<file path="src/rtl/rvvi_host_rx_pkg.sv">
// rvvi_host_rx_pkg
//   Shared definitions for the RVVI-over-Ethernet link: core configuration
//   type, frame layout constants (beat indices, header length, default
//   EthType), receiver FSM state encoding and the header beat comparator.
package rvvi_host_rx_pkg;

    typedef struct packed {
        int unsigned XLEN;
    } cvw_t;

    localparam cvw_t CVW_DEFAULT_CFG = '{XLEN: 64};

    // Frame layout, shared with the transmit packetizer.
    localparam int unsigned RVVI_HDR_BYTES       = 14;
    // Header plus the 2 pad bytes fills whole beats; this is the last one.
    localparam logic [3:0]  RVVI_HDR_LAST_BEAT   = 4'((RVVI_HDR_BYTES + 2) / 4 - 1);
    localparam logic [3:0]  RVVI_BEAT_FC_CMD     = 4'd4;
    localparam logic [3:0]  RVVI_BEAT_DELAY      = 4'd5;
    localparam logic [3:0]  RVVI_BEAT_MINSTR_LO  = 4'd6;
    localparam logic [3:0]  RVVI_BEAT_MINSTR_HI  = 4'd7;
    localparam logic [15:0] RVVI_DEFAULT_ETHTYPE = 16'h005c;

    typedef enum logic [1:0] {
        IDLE,
        HDR,
        PAYLOAD,
        DRAIN
    } rx_state_t;

    // Header fields travel MSB first while frame byte k sits in lane k%4,
    // so each expected header word is the byte-reversed field slice.
    function automatic logic hdr_beat_ok(
        input logic [3:0]  beat,
        input logic [31:0] data,
        input logic [47:0] dst,
        input logic [47:0] src,
        input logic [15:0] eth
    );
        logic ok;
        ok = 1'b1;
        case (beat)
            4'd0:    ok = (data == {dst[23:16], dst[31:24], dst[39:32], dst[47:40]});
            4'd1:    ok = (data == {src[39:32], src[47:40], dst[7:0], dst[15:8]});
            4'd2:    ok = (data == {src[7:0], src[15:8], src[23:16], src[31:24]});
            4'd3:    ok = (data[15:0] == {eth[7:0], eth[15:8]});
            default: ok = 1'b1;
        endcase
        return ok;
    endfunction

endpackage

</file>
<file path="src/rtl/rvvi_host_rx.sv">
// rvvi_host_rx
//   Receives RVVI trace frames from an Ethernet MAC receive stream (no
//   backpressure), checks the Ethernet header against the expected
//   addresses/type, and on a well-formed frame publishes the decoded
//   instruction, inter-packet delay, frame count and command.
// Ports:
//   m_axi_aclk, m_axi_aresetn       clock, async active-low reset
//   RvviAxiRdata/Rstrb/Rlast/Rvalid receive stream beats (32-bit)
//   DstMac, SrcMac, EthType         expected header, quasi-static
//   Valid                           one-cycle pulse per good frame
//   Minstr, InterPacketDelay,
//   FrameCount, Cmd                 decoded payload, held between frames
//   DropPulse                       one-cycle pulse per dropped frame
//   GoodCount, DropCount            saturating frame counters
module rvvi_host_rx
    import rvvi_host_rx_pkg::*;
#(
    parameter cvw_t P                 = CVW_DEFAULT_CFG,
    parameter int   FRAME_COUNT_WIDTH = 16
) (
    input  logic                         m_axi_aclk,
    input  logic                         m_axi_aresetn,
    input  logic [31:0]                  RvviAxiRdata,
    input  logic [3:0]                   RvviAxiRstrb,
    input  logic                         RvviAxiRlast,
    input  logic                         RvviAxiRvalid,
    input  logic [47:0]                  DstMac,
    input  logic [47:0]                  SrcMac,
    input  logic [15:0]                  EthType,
    output logic                         Valid,
    output logic [P.XLEN-1:0]            Minstr,
    output logic [31:0]                  InterPacketDelay,
    output logic [FRAME_COUNT_WIDTH-1:0] FrameCount,
    output logic [7:0]                   Cmd,
    output logic                         DropPulse,
    output logic [15:0]                  GoodCount,
    output logic [15:0]                  DropCount
);

    rx_state_t   state, state_next;
    logic [3:0]  beat_cnt;
    logic        err;

    logic [15:0] sh_fc;
    logic [7:0]  sh_cmd;
    logic [31:0] sh_delay;
    logic [31:0] sh_minstr_lo;
    logic [31:0] sh_minstr_hi;

    logic [3:0]  beat_idx;
    logic        hdr_bad;
    logic        strb_bad;
    logic        early_last;
    logic        err_now;
    logic        frame_end;
    logic        frame_good;
    logic [31:0] minstr_hi_now;
    logic [63:0] minstr_full;

    // A beat seen in IDLE is always beat 0, whatever the frame it came from.
    assign beat_idx   = (state == IDLE) ? 4'd0 : beat_cnt;
    assign hdr_bad    = ((state == IDLE) || (state == HDR)) &&
                        !hdr_beat_ok(beat_idx, RvviAxiRdata, DstMac, SrcMac, EthType);
    assign strb_bad   = (state != DRAIN) && (RvviAxiRstrb != 4'hF);
    assign early_last = (state != DRAIN) && RvviAxiRlast && (beat_idx < RVVI_BEAT_MINSTR_HI);
    assign err_now    = err | hdr_bad | strb_bad | early_last;
    assign frame_end  = RvviAxiRvalid && RvviAxiRlast;
    assign frame_good = frame_end && !err_now;

    // A frame ending exactly on beat 7 publishes before the shadow update lands.
    assign minstr_hi_now = ((state == PAYLOAD) && (beat_idx == RVVI_BEAT_MINSTR_HI)) ?
                           RvviAxiRdata : sh_minstr_hi;
    assign minstr_full   = {minstr_hi_now, sh_minstr_lo};

    always_ff @(posedge m_axi_aclk or negedge m_axi_aresetn) begin
        if (!m_axi_aresetn) begin
            state <= IDLE;
        end else begin
            state <= state_next;
        end
    end

    always_comb begin
        state_next = state;
        if (RvviAxiRvalid) begin
            if (RvviAxiRlast) begin
                state_next = IDLE;
            end else if (err_now) begin
                state_next = DRAIN;
            end else begin
                case (state)
                    IDLE:    state_next = HDR;
                    HDR:     if (beat_idx == RVVI_HDR_LAST_BEAT) state_next = PAYLOAD;
                    PAYLOAD: if (beat_idx == RVVI_BEAT_MINSTR_HI) state_next = DRAIN;
                    DRAIN:   state_next = DRAIN;
                    default: state_next = IDLE;
                endcase
            end
        end
    end

    always_ff @(posedge m_axi_aclk or negedge m_axi_aresetn) begin
        if (!m_axi_aresetn) begin
            beat_cnt         <= '0;
            err              <= 1'b0;
            sh_fc            <= '0;
            sh_cmd           <= '0;
            sh_delay         <= '0;
            sh_minstr_lo     <= '0;
            sh_minstr_hi     <= '0;
            Valid            <= 1'b0;
            DropPulse        <= 1'b0;
            Minstr           <= '0;
            InterPacketDelay <= '0;
            FrameCount       <= '0;
            Cmd              <= '0;
            GoodCount        <= '0;
            DropCount        <= '0;
        end else begin
            Valid     <= 1'b0;
            DropPulse <= 1'b0;
            if (RvviAxiRvalid) begin
                if (RvviAxiRlast) begin
                    beat_cnt <= '0;
                    err      <= 1'b0;
                end else begin
                    beat_cnt <= (beat_idx == 4'hF) ? beat_idx : beat_idx + 4'd1;
                    err      <= err_now;
                end

                if (state == PAYLOAD) begin
                    case (beat_idx)
                        RVVI_BEAT_FC_CMD: begin
                            sh_fc  <= RvviAxiRdata[15:0];
                            sh_cmd <= RvviAxiRdata[23:16];
                        end
                        RVVI_BEAT_DELAY:     sh_delay     <= RvviAxiRdata;
                        RVVI_BEAT_MINSTR_LO: sh_minstr_lo <= RvviAxiRdata;
                        RVVI_BEAT_MINSTR_HI: sh_minstr_hi <= RvviAxiRdata;
                        default: ;
                    endcase
                end

                if (frame_good) begin
                    Valid            <= 1'b1;
                    Minstr           <= minstr_full[P.XLEN-1:0];
                    InterPacketDelay <= sh_delay;
                    FrameCount       <= FRAME_COUNT_WIDTH'(sh_fc);
                    Cmd              <= sh_cmd;
                    GoodCount        <= (GoodCount == 16'hFFFF) ? GoodCount : GoodCount + 16'd1;
                end else if (frame_end) begin
                    DropPulse <= 1'b1;
                    DropCount <= (DropCount == 16'hFFFF) ? DropCount : DropCount + 16'd1;
                end
            end
        end
    end

endmodule

</file>
<file path="config.mk">
export PLATFORM = sky130hd
export DESIGN_NAME = rvvi_host_rx
export DESIGN_NICKNAME = d
export VERILOG_FILES = /design/src/rtl/rvvi_host_rx_pkg.sv /design/src/rtl/rvvi_host_rx.sv
export SDC_FILE = /design/constraint.sdc
export NUM_CORES = 1
export LEC_CHECK = 0
export CORE_MARGIN = 5
export CORE_UTILIZATION = 50
export DETAILED_ROUTE_END_ITERATION = 8
export GPL_TIMING_DRIVEN = 0
export HOLD_SLACK_MARGIN = 0.03
export PLACE_DENSITY = 0.81
export SYNTH_ARGS = -nofsm -noshare
export SYNTH_HDL_FRONTEND = slang
export SYNTH_SLANG_ARGS = --single-unit
</file>
<file path="constraint.sdc">
create_clock -name m_axi_aclk -period 3.7 [get_ports m_axi_aclk]
set_clock_uncertainty 0.1 [all_clocks]
set_input_delay 0.74 -clock m_axi_aclk [delete_from_list [all_inputs] [get_ports m_axi_aclk]]
set_output_delay 0.74 -clock m_axi_aclk [all_outputs]
set_load 0.1 [all_outputs]
</file>
# [After elaboration in Yosys (flattened, before gate mapping)]
# Cells that the tools add are included.
[classes] n_eq_ne=21 shifts=0 n_bitwise=6 mul=0 mux=16 div_mod_pow=0 n_reduce_logical=20 n_lt_le_gt_ge=1 n_addsub=3
[ops] cell="$eq 32x32->1" count=3
[ops] cell="$add 16x1->16 const B" count=2
[ops] cell="$eq 16x16->1 const B" count=2
[ops] cell="$mux 32" count=1
[ops] cell="$reduce_and 3->1" count=6
[ops] cell="$eq 16x16->1" count=1
[ops] cell="$eq 4x3->1 const B" count=4
[ops] cell="$mux 4" count=3
[ops] cell="$eq 4x2->1 const B" count=2
[ops] cell="$mux 2" count=4
[ops] cell="$ne 4x3->1 const B" count=2
[ops] cell="$pmux 2 s4" count=1
[ops] cell="$logic_and 1x1->1" count=7
[ops] cell="$mux 1" count=6
[ops] cell="$add 4x1->4 const B" count=1
[ops] cell="$eq 2x2->1 const B" count=2
[ops] cell="$eq 4x1->1 const B" count=1
[ops] cell="$eq 4x4->1 const B" count=1
[ops] cell="$logic_not 4->1" count=1
[ops] cell="$lt 4x3->1 const B" count=1
[ops] cell="$ne 4x4->1 const B" count=1
[ops] cell="$pmux 1 s4" count=1
[ops] cell="$reduce_and 4->1" count=1
[ops] cell="$not 1->1" count=3
[ops] cell="other kinds (7)" count=10
[word_totals] out_inout_bits=154 word_cells=83 inputBits=152 mem_bits_ro=0 latchBits=0 mem_count=0 mem_bits_rw=0 ff_bits=281

# [Longest topological paths before layout]
# Gate-level depths: netlist of run 1.
[logic_depth] ltp_word=13 depth_mapped=16 ltp_nobuf=12

# [Worst setup path before layout of run 1]
# OpenSTA, ideal clock, no wires.
[synth_timing] kind="register to register" start="register state[1]" end="register state[0]" path_stages_with_launch=16 n_path_buf=4 setup_ps=126 slack_ps=251 synth_period_minus_slack_ps=3449 t_arrival_ps=3223 required_ps=3474 path_cell_list="dfrtp_1 buf_2 or2_2 and2_1 ha_1 buf_2 or2_1 buf_6 nand2_4 buf_4 o221ai_2 a222oi_1 nand4_1 or4_1 a21oi_2 a21oi_1"
[synth_via] elab_chain_cells=11 word_cells_on_any_way=28 classes_between="order compare: 1; eq/ne: 10; mux: 5; bitwise: 3; reduce/logical: 9"
[synth_lines] element="from (decl)" line_no="rvvi_host_rx.sv:40" rtl="rx_state_t state, state_next;"
[synth_lines] element="from (signal assigned)" line_no="rvvi_host_rx.sv:79" rtl="state <= state_next;"
[synth_lines] element="$logic_not 2->1" line_no="rvvi_host_rx.sv:61, rvvi_host_rx.sv:62, rvvi_host_rx.sv:91"
[synth_lines] element="$mux 4" line_no="rvvi_host_rx.sv:61" rtl="assign beat_idx = (state == IDLE) ? 4'd0 : beat_cnt;"
[synth_lines] element="$eq 4x2->1 (tied with other cells)" line_no="rvvi_host_rx_pkg.sv:41, rvvi_host_rx.sv:93"
[synth_lines] element="$pmux 1 s4" line_no="rvvi_host_rx_pkg.sv:41" rtl="case (beat)"
[synth_lines] element="$logic_not 1->1" line_no="rvvi_host_rx.sv:63" rtl="!hdr_beat_ok(beat_idx, RvviAxiRdata, DstMac, SrcMac, EthType);"
[synth_lines] element="$logic_and 1x1->1" line_no="rvvi_host_rx.sv:62" rtl="assign hdr_bad = ((state == IDLE) || (state == HDR)) &&"
[synth_lines] element="$or 1x1->1 (3 in series)" line_no="rvvi_host_rx.sv:66" rtl="assign err_now = err | hdr_bad | strb_bad | early_last;"
[synth_lines] element="$ne 4x3->1 (no source line) or $mux 2 (tied branches)"
[synth_lines] element="$reduce_and 3->1 (no source line) or $mux 2 (tied branches)"
# Parallel ways exist; a longest one is shown, timed or not.
# A chain may end at the register's enable or synchronous reset.

# [Worst setup path in the final report of run 1]
[layout_timing] start="register state[0]" end="register state[1]"
# Same word-level chain as after synthesis.

==> flow_summary.json, run 1 <==
{
  "die_h_um": 169.2,
  "portBuffers": 291,
  "gp_congestion": 0.9194,
  "setup_tns_ns": 0,
  "start_util_pct": 50.60,
  "yosysTopAreaCell": "dfrtp_1",
  "cpMostUsedCell": "buf_6",
  "drtPass1Iterations": 5,
  "postRouteWirelength_um": 41360,
  "fin_hold_ws_ns": 0.3594,
  "crit_type": "reg2reg",
  "chipWidth_um": 169.2,
  "swShare_pct": 29.88,
  "core_area_um2": 25040,
  "final_area_um2": 17380,
  "synth-edff-count": 0,
  "powerDensity_nw_per_um2": 478.8,
  "maxCapViolCount": 0,
  "syn_area_um2": 12670,
  "avgSynthCellArea_um2": 10.57,
  "die_area_um2": 28620,
  "crit_slowest_cell": "or4_4",
  "synth_fp_nets": 1357,
  "setup_viol": 0,
  "grt_usage_pct": 28.20,
  "dpl-instance-area_um2": 16050,
  "cts_root_buf": "clkbuf_16",
  "syn_inst": 1199,
  "clk_pin_slew_ns": 0.06,
  "combPwrFrac_pct": 21.4,
  "worstPathRequired_ns": 4.02,
  "worst-r2r-setup-slack_ns": 0.13,
  "rows": 58,
  "hold_class": "reg2reg",
  "synthFlopType": "dfrtp_1",
  "ios": 306,
  "power.share.clock_pct": 38.2,
  "grt_max_degree": 126,
  "max_freq_mhz": 280.1,
  "seqPwrFrac_pct": 40.4,
  "viasPerCell": 5.641,
  "worstMarginPinSlew_ns": 1.092,
  "dp_hpwl_um": 30320,
  "tritoncts": "built",
  "grt-ovfl-total": 0,
  "area_delta_synth_final_pct": 37.19,
  "switching_power_w": 0.002487,
  "grt_pass1_wl_um": 62600,
  "min_period_over_period_pct": 96.48,
  "cts_buffers": 29,
  "slew_headroom_pct": 26.99,
  "ant_nets": 0,
  "ys_seq_area_share_pct": 55.51,
  "drt-initial-drc-count": 875,
  "path_cells": "buf_6 > or2_4 > and2_4 > inv_1 > ha_1 > buf_6 > buf_6 > a22oi_1 > a311o_1 > nor4_1 > nand4_1 > or4_4 > a21oi_4 > a21oi_1",
  "crit_path_max_incr_delay_ns": 0.60,
  "outcome": "finished clean",
  "layout.nets": 1689,
  "synth_top_area_share_pct": 55.51,
  "cts.path.max_buffers": 3,
  "ys_top_cells_by_area": "dfrtp_1, mux2_2, nand2_1, mux2i_1, o21ai_0",
  "antenna_found_initial": 8,
  "cts_max_level": 1,
  "pre_cts_ws_ns": -0.6304,
  "synthArstFlopShare_pct": 100.0,
  "routedWlPerCell_um": 21.91,
  "reg2reg_depth": 14,
  "p_leak_nw": 8.275,
  "vdd_drop_max_uv": 567.8,
  "hold_path_depth": 2,
  "remaining_drc_errors": 0,
  "ys_ff_latch": 281,
  "path_max_fanout": 10,
  "clk_latency_ns": 0.54,
  "reg2reg_to": "state[1]",
  "end_kind": "flop",
  "vias": 10650,
  "internal_power_w": 0.005835,
  "holdPathEnd": "Minstr[13]",
  "drive_gt1_share_pct": 15.08,
  "fin_ws_ns": 0.1303,
  "fin_crit_ns": 3.570,
  "grt_pass1_vias": 10790,
  "min_from": "sh_minstr_lo[13]",
  "synth_cell_types": 60,
  "maxSlewViolCount": 0,
  "arrival_ns": 3.89,
  "hold_viol_final": 0,
  "rr_startpoint": "state[0]",
  "clock_sinks": 281,
  "yosys_warnings": 0,
  "cp-start-kind": "flop"
}
[placed cells by master (no fill, tap or decap), drive strengths merged, types with 3 or more instances in the layout]
cell	n
a21boi	3
a21o	4
a21oi	27
a221o	4
a22o	17
a22oi	16
a31oi	3
and2	5
and3	15
buf	41
bufinv	5
clkbuf	86
clkdlybuf4s50	290
clkinv	5
dfrtp	281
diode	6
ha	6
inv	20
mux2	123
mux2i	34
nand2	335
nand3	21
nand4	13
nor2	22
nor3	14
nor4	7
nor4b	5
o21ai	61
o22ai	8
or3	3
xnor2	13
xor2	34
[worst max-delay path: cells and delay by family, from the launching register on]
family | cells | cell delay, ns
simple gates | 5 | 1.43
buf+inv | 4 | 0.58
compound gates | 4 | 0.81
flops | 1 | 0.37
fa+ha+maj | 1 | 0.16
[synthesized netlist by cell type (all sizes together) (2+ instances only)]
cell and number:
a21boi 3, nand4 13, and3 15, a32o 2, and2 5, nor4b 5, a21oi 27, nor3 14
o31ai 2, nor4 7, a311o 2, a31oi 3, nor2 22, nand2 335, clkbuf 48, xor2 34
a22oi 16, nand3 21, a31o 2, a21o 4, a22o 17, dfrtp 281, or3 3, inv 19
mux2 123, o21ai 61, nand2b 2, xnor2 13, ha 6, o22ai 8, buf 28, mux2i 34
a221o 4, o211a 2, a221oi 2, or2 2
[power by group through the flow]
stage	registers [W]	logic (W)	clock network, W
finish	0.00336	0.00178	0.00318
global route	0.00338	0.00188	0.00334
CTS	0.00336	0.00172	0.00322
detailed placement	0.00341	0.00168	0
global placement	0.00341	0.00164	0
floorplan	0.00391	0.000537	0
[metrics by stage]
step / std cells / utilization (%) / power (W)
2_1_floorplan: 1199 / - / 0.004447
3_3_place_gp: 1820 / 63.88 / 0.005048
3_5_place_dp: 1822 / 64.12 / 0.005086
4_1_cts: 1876 / 68.73 / 0.008291
5_1_grt: 1888 / 69.42 / 0.008598
6_report: 1888 / 69.42 / 0.008321
[how the worst max path moves through the flow]
stage	start	endpoint	slack [ns]	cells after the start
after floorplan	state[1]	state[0]	0.25	15
after global placement	m_axi_aresetn	Minstr[22]	-10.04	1
after detailed placement	state[1]	state[0]	-0.63	15
after CTS	state[0]	state[0]	0.0007	13
after global routing	state[0]	Minstr[5]	-0.004	12
final	state[0]	state[1]	0.13	14
[state kept, by name (all words and copies together), names as in the netlist, 2 cells and up]
register	count
Minstr	64
InterPacketDelay	32
sh_delay	32
sh_minstr_hi	32
sh_minstr_lo	32
DropCount	16
FrameCount	16
GoodCount	16
sh_fc	16
Cmd	8
sh_cmd	8
beat_cnt	4
state	2
[cell type report]
class                           count  area [um^2]
Timing Repair Buffer              303         3063
Clock inverter                     11        183.9
Multi-Input combinational cell    823         5328
Clock buffer                       41        870.8
Sequential cell                   281         7033
Antenna cell                        6        15.01
Fill cell                        1892         7657
Buffer                             74        401.6
Tap cell                          330        412.9
Inverter                           19        71.32
[routing by layer]
| layer | track usage (%) | share of wire (%) | wire length, um | up-vias |
|---|---|---|---|---|
| li1 | - | - | - | 4777 |
| met1 | 37.12 | 40 | 16520 | 5291 |
| met2 | 45.63 | 48 | 19760 | 482 |
| met3 | 5.963 | 7.7 | 3175 | 96 |
| met4 | 12.18 | 4.5 | 1871 | 4 |
| met5 | 0 | 0.065 | 27 | - |
[cell families after synthesis]
kind of cell,count (synthesis),share of synthesized area (%)
xor+xnor,47,3.249
buf+inv,95,3.318
simple gates,447,14.90
compound gates,165,8.731
flops,281,55.51
fa+ha+maj,7,0.6716
mux,157,13.62
[what timing repair did]
item | 4_1_cts | 5_1_grt
hold buffers | 1 | 0
pin swaps | 3 | 13
endpoints found under the setup margin | 121 | 67
buffers inserted | 2 | 7
gates resized for setup | 23 | 25
hold endpoints to repair | 40 | 0
No activity file was read; power rests on OpenSTA's default activity.
==> run 2, diff against run 1 <==
- CTS_CLUSTER_DIAMETER: default -> 120
- SLEW_MARGIN: default -> 25
==> run 2 against run 1 <==
Effect of this change:
- setup slack lost 0.042 ns
- cell count is essentially flat
- sequential power is essentially flat
- largest cell class unchanged
==> flow_summary.json, run 2 (same netlist as run 1, synthesis figures left out) <==
{
  "ios": 306,
  "crit_slowest_cell": "or4_4",
  "portBuffers": 291,
  "antenna_found_initial": 8,
  "slew_headroom_pct": 28.32,
  "vias": 10680,
  "largest_register_ff_count": 64,
  "cts.path.max_buffers": 3,
  "cts_root_buf": "clkbuf_16",
  "max_freq_mhz": 276.9,
  "dp_hpwl_um": 30590,
  "grt_pass1_wl_um": 63220,
  "start_util_pct": 50.60,
  "clk_latency_ns": 0.56,
  "crit_type": "reg2reg",
  "routedWlPerCell_um": 22.10,
  "grt-ovfl-total": 0,
  "final-seq-area_um2": 7033,
  "cp-start-kind": "flop",
  "end_kind": "flop",
  "crit_path_max_incr_delay_ns": 0.60,
  "tritoncts": "built",
  "chipWidth_um": 169.2,
  "viasPerCell": 5.654,
  "remaining_drc_errors": 0,
  "cts_max_level": 1,
  "path_cells": "buf_6 > or2_4 > and2_4 > inv_1 > ha_1 > buf_6 > buf_6 > a22oi_1 > o21ai_1 > o22ai_1 > nor4_1 > nand4_1 > or4_4 > a21oi_4 > a21oi_1",
  "worstPathRequired_ns": 4.04,
  "totalPowerFinal_w": 0.008162,
  "vdd_drop_max_uv": 571.3,
  "hold_class": "reg2reg",
  "powerDensity_nw_per_um2": 470.9,
  "grt_pass1_vias": 10930,
  "setup_viol": 0,
  "area_delta_synth_final_pct": 36.83,
  "fin_hold_ws_ns": 0.3611,
  "rows": 58,
  "postRouteWirelength_um": 41750,
  "ant_nets": 0,
  "p_leak_nw": 8.252,
  "core_area_um2": 25040,
  "drtPass1Iterations": 6,
  "fillers": 1880,
  "cts_buffers": 30,
  "outcome": "finished clean",
  "mostFrequentLayoutCell": "nand2_1",
  "cpMostUsedCell": "buf_6",
  "clock_sinks": 281,
  "min_period_over_period_pct": 97.62,
  "gp_congestion": 0.9194,
  "multi_input_area_um2": 5325,
  "clk_pin_slew_ns": 0.06,
  "grt_max_degree": 95,
  "drive_gt1_share_pct": 15.00,
  "regMostFlops": "Minstr",
  "drt-initial-drc-count": 919,
  "maxSlewViolCount": 0,
  "fin_crit_ns": 3.612,
  "die_area_um2": 28620,
  "layout.nets": 1688,
  "setup_tns_ns": 0,
  "arrival_ns": 3.95,
  "hold_viol_final": 0,
  "maxCapViolCount": 0,
  "grt_usage_pct": 28.55,
  "die_h_um": 169.2,
  "layout_common_cells": "nand2_1, clkdlybuf4s50_1, dfrtp_1",
  "worstMarginPinSlew_ns": 1.072,
  "path_max_fanout": 10
}
-- run 2: cell count changes in the layout (fill, tap and decap cells not counted), sizes merged --
cell,delta
buf,-3
bufinv,-4
clkbuf,+2
clkinv,+4
clkinvlp,+2
-- run 2: routing by layer --
metal | vias to the layer above | GRT usage (%) | wire length (um)
li1 | 4774 | - | -
met1 | 5293 | 37.49 | 16590
met2 | 501 | 46.60 | 19860
met3 | 108 | 6.150 | 3471
met4 | 4 | 11.59 | 1814
met5 | - | 0 | 13
-- run 2: worst paths after layout --
| path | from | end | slack [ns] | cells past startpoint |
|---|---|---|---|---|
| setup reg to reg | state[0] | state[0] | 0.09 | 15 |
| hold / removal | sh_minstr_lo[13] | Minstr[13] | 0.36 | 2 |
| hold reg to reg | sh_minstr_lo[13] | Minstr[13] | 0.36 | 2 |
| min in group asynchronous | m_axi_aresetn | sh_delay[11] | 0.49 | 2 |
| max in group asynchronous | m_axi_aresetn | sh_minstr_hi[25] | 1.91 | 4 |
| setup / recovery | state[0] | state[0] | 0.09 | 15 |
-- run 2: worst max-delay path, delay by kind of cell (launching register included) --
family                     cells  cell delay, ns
and+or+nand+nor                5            1.47
DFF                            1            0.37
adders and majority gates      1            0.16
AOI/OAI and AO/OA              5            0.78
buffers and inverters          4            0.60
-- run 2: cell type report --
class / count / share of cell area [%]
plain buffers: 74 / 2.339
flip-flops and latches: 281 / 40.57
inverters: 19 / 0.4114
clock buffers: 42 / 5.175
diodes: 6 / 0.08662
repair buffers: 301 / 17.72
clock inverters: 13 / 0.5919
well taps: 330 / 2.382
multi-input cells: 823 / 30.72
-- run 2: timing repair --
| item | 4_1_cts | 5_1_grt |
|---|---|---|
| resized for setup | 26 | 23 |
| endpoints found under the setup margin | 87 | 22 |
| hold buffers | 1 | 0 |
| setup buffers | 2 | 4 |
| hold endpoints to repair | 13 | 0 |
| pin swaps | 4 | 13 |
-- run 2: per-stage QoR --
stage,setup WS [ns],instances,instance area (um^2),util [%]
after floorplan,0.2507,1199,12670,-
after global placement,-10.04,1820,15990,63.88
after detailed placement,-0.6789,1823,16090,64.25
after CTS,0.02805,1879,17190,68.66
after global routing,-0.0009854,1889,17330,69.24
final,0.08798,1889,17330,69.24
-- run 2: where the power goes --
part / internal (W) / leakage, nW / total (W) / switching [W]
sequential: 0.00324 / 3.88 / 0.00337 / 0.000128
combinational: 0.000621 / 3.87 / 0.00178 / 0.00116
clock: 0.00176 / 0.497 / 0.00302 / 0.00126
